## config.mk

```make
export PLATFORM = sky130hd
export DESIGN_NAME = fir_ram_sequencer
export DESIGN_NICKNAME = d
export VERILOG_FILES = /design/src/rtl/fir_seq_pkg.sv /design/src/rtl/fir_skid_reg.sv /design/src/rtl/fir_ram_sequencer.sv
export SDC_FILE = /design/constraint.sdc
export NUM_CORES = 1
export LEC_CHECK = 0
export ABC_CLOCK_PERIOD_IN_PS = 4780
export BUFFER_PORTS_ARGS = -buffer_cell sky130_fd_sc_hd__buf_2
export CORE_MARGIN = 5
export CORE_UTILIZATION = 35
export CTS_BUF_LIST = sky130_fd_sc_hd__clkbuf_16
export DETAILED_ROUTE_END_ITERATION = 10
export GPL_ROUTABILITY_DRIVEN = 0
export SYNTH_ARGS = -nofsm -noshare
export SYNTH_HDL_FRONTEND = slang
export SYNTH_SLANG_ARGS = --single-unit
```

## constraint.sdc

```tcl
create_clock -name a_clk -period 4.78 [get_ports a_clk]
set_input_delay 0.478 -clock a_clk [delete_from_list [all_inputs] [get_ports a_clk]]
set_output_delay 0.478 -clock a_clk [all_outputs]
set_load 0.02 [all_outputs]
```

## src/rtl/fir_seq_pkg.sv

```systemverilog
// Shared types and default widths for the FIR RAM sequencer.
package fir_seq_pkg;

   typedef enum logic [1:0] {StIdle, StRun, StDrain, StDone} state_t;

   localparam int unsigned DefAddrW = 13;
   localparam int unsigned DefInW   = 16;
   localparam int unsigned DefOutW  = 21;
   localparam int unsigned DefNumCh = 2;

endpackage

```

## src/rtl/fir_skid_reg.sv

```systemverilog
// One-entry hold register between the sync-read input RAM and the FIR valid/ready port.
module fir_skid_reg #(
   parameter int unsigned W = 16
) (
   input  logic         clk_i,
   input  logic         rst_i,
   input  logic         load_i,
   input  logic [W-1:0] data_i,
   input  logic         ready_i,
   output logic         accept_o,
   output logic         valid_o,
   output logic [W-1:0] data_o
);

   logic         full_q;
   logic [W-1:0] data_q;

   // Room exists this cycle if empty, or if the held entry leaves on this edge.
   assign accept_o = ~full_q | ready_i;
   assign valid_o  = full_q;
   assign data_o   = data_q;

   always_ff @(posedge clk_i or posedge rst_i) begin
      if (rst_i) begin
         full_q <= 1'b0;
         data_q <= '0;
      end else begin
         full_q <= load_i | (full_q & ~ready_i);
         if (load_i) begin
            data_q <= data_i;
         end
      end
   end

endmodule

```

## src/rtl/fir_ram_sequencer.sv

```systemverilog
// Arbitrates input/output sample RAMs between the AXI slave and the FIR engine and
// streams one channel's samples through the FIR, writing results back to its output bank.
module fir_ram_sequencer
   import fir_seq_pkg::*;
#(
   parameter int unsigned ADDR_W = DefAddrW,
   parameter int unsigned IN_W   = DefInW,
   parameter int unsigned OUT_W  = DefOutW,
   parameter int unsigned NUM_CH = DefNumCh,
   // Derived; leave at default.
   parameter int unsigned CH_W   = $clog2(NUM_CH)
) (
   input  logic                   a_clk,
   input  logic                   a_rst,
   input  logic                   start,
   input  logic [CH_W-1:0]        ch_sel,
   input  logic [ADDR_W:0]        n_samples,
   output logic                   busy,
   output logic                   done,
   input  logic                   axi_wr,
   input  logic [CH_W+ADDR_W-1:0] axi_addr_wr,
   input  logic [CH_W+ADDR_W-1:0] axi_addr_rd,
   output logic                   axi_wr_drop,
   output logic                   axi_rd_stall,
   output logic [CH_W+ADDR_W-1:0] in_ram_addr,
   output logic                   in_ram_we,
   input  logic [IN_W-1:0]        in_ram_rdata,
   output logic                   fir_valid,
   input  logic                   fir_ready,
   output logic [IN_W-1:0]        fir_sample,
   input  logic                   fir_res_valid,
   input  logic [OUT_W-1:0]       fir_res,
   output logic [CH_W+ADDR_W-1:0] out_ram_addr,
   output logic                   out_ram_we,
   output logic [OUT_W-1:0]       out_ram_wdata
);

   localparam int unsigned CntW = ADDR_W + 1;

   state_t          state_q;
   logic [CH_W-1:0] ch_q;
   logic [CntW-1:0] n_q;
   logic [CntW-1:0] rd_cnt_q;
   logic [CntW-1:0] wr_cnt_q;
   logic            pend_q;
   logic            drop_q;

   logic idle;
   logic hold_accept;
   logic hold_load;
   logic issue;
   logic lost;
   logic res_we;
   logic sent_all;
   logic last_res;

   assign idle         = (state_q == StIdle);
   assign busy         = ~idle;
   assign done         = (state_q == StDone);
   assign axi_rd_stall = busy;
   assign axi_wr_drop  = drop_q;

   always_comb begin
      issue     = (state_q == StRun) && (rd_cnt_q < n_q) && hold_accept;
      hold_load = pend_q & hold_accept;
      // Read data that arrives while the hold reg is stuck is re-fetched later.
      lost      = pend_q & ~hold_accept;
      sent_all  = (rd_cnt_q == n_q) && !pend_q && hold_accept;
      res_we    = fir_res_valid && ((state_q == StRun) || (state_q == StDrain))
                  && (wr_cnt_q < n_q);
      last_res  = (wr_cnt_q == n_q) || (res_we && (wr_cnt_q + CntW'(1) == n_q));

      in_ram_we     = idle & axi_wr;
      in_ram_addr   = idle ? axi_addr_wr : {ch_q, rd_cnt_q[ADDR_W-1:0]};
      out_ram_addr  = idle ? axi_addr_rd : {ch_q, wr_cnt_q[ADDR_W-1:0]};
      out_ram_we    = res_we;
      out_ram_wdata = fir_res;
   end

   fir_skid_reg #(
      .W (IN_W)
   ) u_hold (
      .clk_i    (a_clk),
      .rst_i    (a_rst),
      .load_i   (hold_load),
      .data_i   (in_ram_rdata),
      .ready_i  (fir_ready),
      .accept_o (hold_accept),
      .valid_o  (fir_valid),
      .data_o   (fir_sample)
   );

   always_ff @(posedge a_clk or posedge a_rst) begin
      if (a_rst) begin
         state_q  <= StIdle;
         ch_q     <= '0;
         n_q      <= '0;
         rd_cnt_q <= '0;
         wr_cnt_q <= '0;
         pend_q   <= 1'b0;
         drop_q   <= 1'b0;
      end else begin
         drop_q <= axi_wr & ~idle;
         pend_q <= issue;
         if (issue) begin
            rd_cnt_q <= rd_cnt_q + CntW'(1);
         end else if (lost) begin
            rd_cnt_q <= rd_cnt_q - CntW'(1);
         end
         if (res_we) begin
            wr_cnt_q <= wr_cnt_q + CntW'(1);
         end
         unique case (state_q)
            StIdle: begin
               if (start) begin
                  ch_q     <= ch_sel;
                  n_q      <= n_samples;
                  rd_cnt_q <= '0;
                  wr_cnt_q <= '0;
                  state_q  <= (n_samples == '0) ? StDone : StRun;
               end
            end
            StRun: begin
               if (sent_all) begin
                  state_q <= StDrain;
               end
            end
            StDrain: begin
               if (last_res) begin
                  state_q <= StDone;
               end
            end
            StDone: state_q <= StIdle;
            default: state_q <= StIdle;
         endcase
      end
   end

endmodule

```

==> out/results.tsv <==
stage	metric	value	unit
status	status	completed	
job	maxCapViolCount	0	
clock_tree	insertion_delay	330	ps
synth	synth_nets	598	
synth	synthArstFlopShare	100	%
cells_and_area	fin_nets	681	
worst_setup_path	reg2reg_depth	9	
synth	synth-seq-cells	64	
global_route	grt_pass1_wl	19.3	mm
power	power_switching	490	uW
routing	antenna_left	0	
cells_and_area	final_cells	737	
clock_tree	cts.sink_count	64	
clock_tree	root_buffer	clkbuf_16	
floorplan	fp-row-count	41	
worst_setup_path	path_buf_inv	2	
sta	tightest_slew	855	ps
global_route	grt.overflow.total	0	
power	p_leak	2.83	nW
power	seqPwrFrac	39.7	%
clock_tree	htreeDepth	3	
cells_and_area	layout-drive-gt1-share	32.7	%
worst_setup_path	r2r_slack	1920	ps
placed_design	dp_hpwl	9.09	mm
hold_path	min_path_type	input port to flop	
clock_tree	clk_pin_slew	60	ps
floorplan	io_pins	158	
worst_setup_path	crit_family	compound AO/OA/AOI/OAI gates	
power	power.total	1.64	mW
routing	post_drt_wl_per_cell	16.2	um
cells_and_area	area_delta_synth_final	18.9	%
sta	hold_ws	366	ps
worst_setup_path	criticalPathCategory	flop to output pin	
synth	yosysSeqAreaShare	35.3	%
sta	rsz0062_at_grt	false	
worst_setup_path	worstPathCellList	ha_1 -> a21oi_1 -> nand2_1 -> a211o_1 -> a2111oi_4 -> buf_4 -> buf_2	
synth	ys.flop_type	dfrtp_1	
routing	firstDrtPassIters	4	
cells_and_area	utilization	42.6	%
synth	synthDistinctLibCells	54	
placed_design	dpl_cell_area	0.00508	mm^2
clock_tree	cts_buffer_depth	2	
worst_setup_path	critPathArrivalTime	2600	ps
sta	layout_setup_ws	1710	ps
worst_setup_path	cp.required	4300	ps
placed_design	dp_cells	721	
floorplan	die-area	0.0153	mm^2
placed_design	io_buffers	115	
clock_tree	cts.repair.resized	0	
global_route	first_global_vias	3832	
cells_and_area	design_area	0.00539	mm^2
worst_setup_path	slowest_stage	dfrtp_1	
sta	layout_min_cycle_time	3070	ps
synth	synth-edff-count	0	
clock_tree	cts_post_setup_buffers_inserted	0	
sta	slew_violations	0	
global_route	grt_antenna_before_repair	0	
sta	fin_skew	8.27	ps
routing	via_per_inst	5.09	
hold_path	whs_path_depth	3	
power	netSwitchingFraction	29.8	%
routing	drt_iter0_drc	196	
worst_setup_path	cp_max_fo	16	
cells_and_area	n_antenna_cell	0	
floorplan	floorplan.initialDensity	35.8	%
sta	period_share	64.3	%
power	ir_drop	0.211	mV
routing	drc	0	
power	power.density	304	mW/mm^2
routing	wl	11.9	mm
sta	finalHoldViolations	0	
synth	syn_avg_cell_area	9.51	um^2
power	internal-power	1.15	mW
worst_setup_path	cp.depth	7	
synth	synth_warnings	0	
floorplan	core	0.0127	mm^2
global_route	grt_max_degree	65	
floorplan	die_w	124	um
power	clock_power_share	42.3	%
floorplan	die-height	124	um
synth	postSynthCellCount	477	
worst_setup_path	startpoint_type	flop	
placed_design	place_ws	1940	ps
routing	num_vias	3752	
sta	relSlewSlack	43.0	%
clock_tree	cts_tree	built	
sta	finalSetupViolCount	0	
global_route	groute.usage.overall	16.2	%
worst_setup_path	crit_path_end_kind	output pin	
sta	fmax	325	MHz
synth	synth_area	0.00454	mm^2
clock_tree	cts-hold-fix-buffers	0	
sta	tns	0	ps
clock_tree	cts-buffers-inserted	9	
power	power_frac_comb	18.0	%
worst_setup_path	max_stage_delay	570	ps
## power groups by stage
stage                     Clock, mW  Sequential (mW)  Combinational [mW]
after detailed placement          0            0.662               0.298
after CTS                     0.715            0.651               0.300
after floorplan                   0            0.613               0.270
after global placement            0            0.659               0.293
after global routing          0.738            0.659               0.333
final                         0.695            0.651               0.295
## per-layer routing
metal  global-route usage, %  vias to the layer above  wire [um]
met5                       0                        -          0
met4                    5.33                        0        189
met3                    3.81                       19        669
met2                    27.9                      109       5980
met1                    19.8                     1793       5110
li1                        -                     1831          -
## worst paths after layout
| path | start | to |
|---|---|---|
| worst max-delay path | wr_cnt_q[4]$_DFF_PP0_ | out_ram_we |
| worst min-delay path | n_samples[3] | n_q[3]$_DFFE_PP0P_ |
| worst max register to register | wr_cnt_q[4]$_DFF_PP0_ | state_q[1]$_DFFE_PP0P_ |
| worst min register to register | u_hold.data_o[12]$_DFFE_PP0P_ | u_hold.data_o[12]$_DFFE_PP0P_ |
| max in group asynchronous | a_rst | wr_cnt_q[3]$_DFF_PP0_ |
| min in group asynchronous | a_rst | u_hold.data_o[1]$_DFFE_PP0P_ |
## registers in the layout, summed over array words and instances (netlist names)
| signal | count |
|---|---|
| u_hold.data_o | 16 |
| n_q | 14 |
| rd_cnt_q | 14 |
| wr_cnt_q | 14 |
| state_q | 2 |
| axi_wr_drop | 1 |
| ch_q | 1 |
| pend_q | 1 |
| u_hold.valid_o | 1 |
## synthesized netlist by cell type (all sizes together) (3+ instances only)
master | n | area, um^2
nand3 | 15 | 87.6
mux2 | 40 | 450
o21ai | 22 | 110
xnor2 | 12 | 105
nor2 | 39 | 154
nor3 | 5 | 25.0
and3 | 9 | 56.3
a41oi | 5 | 43.8
buf | 35 | 229
nand2 | 31 | 116
dfrtp | 64 | 1600
nor4 | 6 | 58.8
a21o | 4 | 30.0
xor2 | 29 | 254
nand4 | 14 | 93.8
a31oi | 9 | 56.3
a21oi | 15 | 75.1
or3 | 4 | 25.0
a21boi | 4 | 30.0
o41ai | 3 | 33.8
mux2i | 3 | 30.0
and2 | 7 | 43.8
a211oi | 3 | 22.5
clkbuf | 12 | 47.6
inv | 27 | 101
ha | 35 | 438
nand2b | 3 | 18.8
## worst reg2reg max path: stages (launching register included)
cell,delay [ps]
dfrtp_1,570
ha_1,330
a21oi_1,130
nand2_1,70
a211o_1,340
a2111oi_4,340
buf_4,280
nand4_1,130
o41ai_2,330
mux2i_1,250
## cell type report
type,count,area (um^2)
flip-flops and latches,64,1600
clock inverters,7,86.3
clock buffers,9,225
fillers,1254,7280
repair buffers,119,606
inverters,27,101
well taps,172,215
multi-input cells,339,2560
## placed cells by master (no fill, tap or decap), types with 3 or more instances in the layout
| master | n |
|---|---|
| nor2_1 | 38 |
| ha_1 | 34 |
| and2_1 | 7 |
| nand2b_1 | 3 |
| buf_4 | 4 |
| and3_1 | 9 |
| nand3_1 | 14 |
| a41oi_1 | 5 |
| clkinv_1 | 3 |
| mux2i_1 | 3 |
| xor2_1 | 29 |
| inv_1 | 26 |
| nor4_1 | 4 |
| clkbuf_16 | 9 |
| a31oi_1 | 9 |
| nand2_1 | 31 |
| nand4_1 | 13 |
| mux2_2 | 40 |
| dfrtp_1 | 64 |
| nor3_1 | 5 |
| a21o_1 | 4 |
| buf_2 | 115 |
| a21boi_0 | 4 |
| o21ai_0 | 22 |
| a211oi_1 | 3 |
| xnor2_1 | 12 |
| a21oi_1 | 15 |
| or3_1 | 4 |
## kinds of logic (layout without fill, tap and decap cells)
logic type / Yosys count / after routing / share of synthesized area, %
simple gates: 145 / 145 / 17.0
compound gates: 75 / 75 / 11.2
buf+inv: 74 / 162 / 8.33
flops: 64 / 64 / 35.3
mux: 43 / 43 / 10.6
xor+xnor: 41 / 41 / 7.92
fa+ha+maj: 35 / 35 / 9.66
Note: power is estimated with default switching activity, not from simulation.
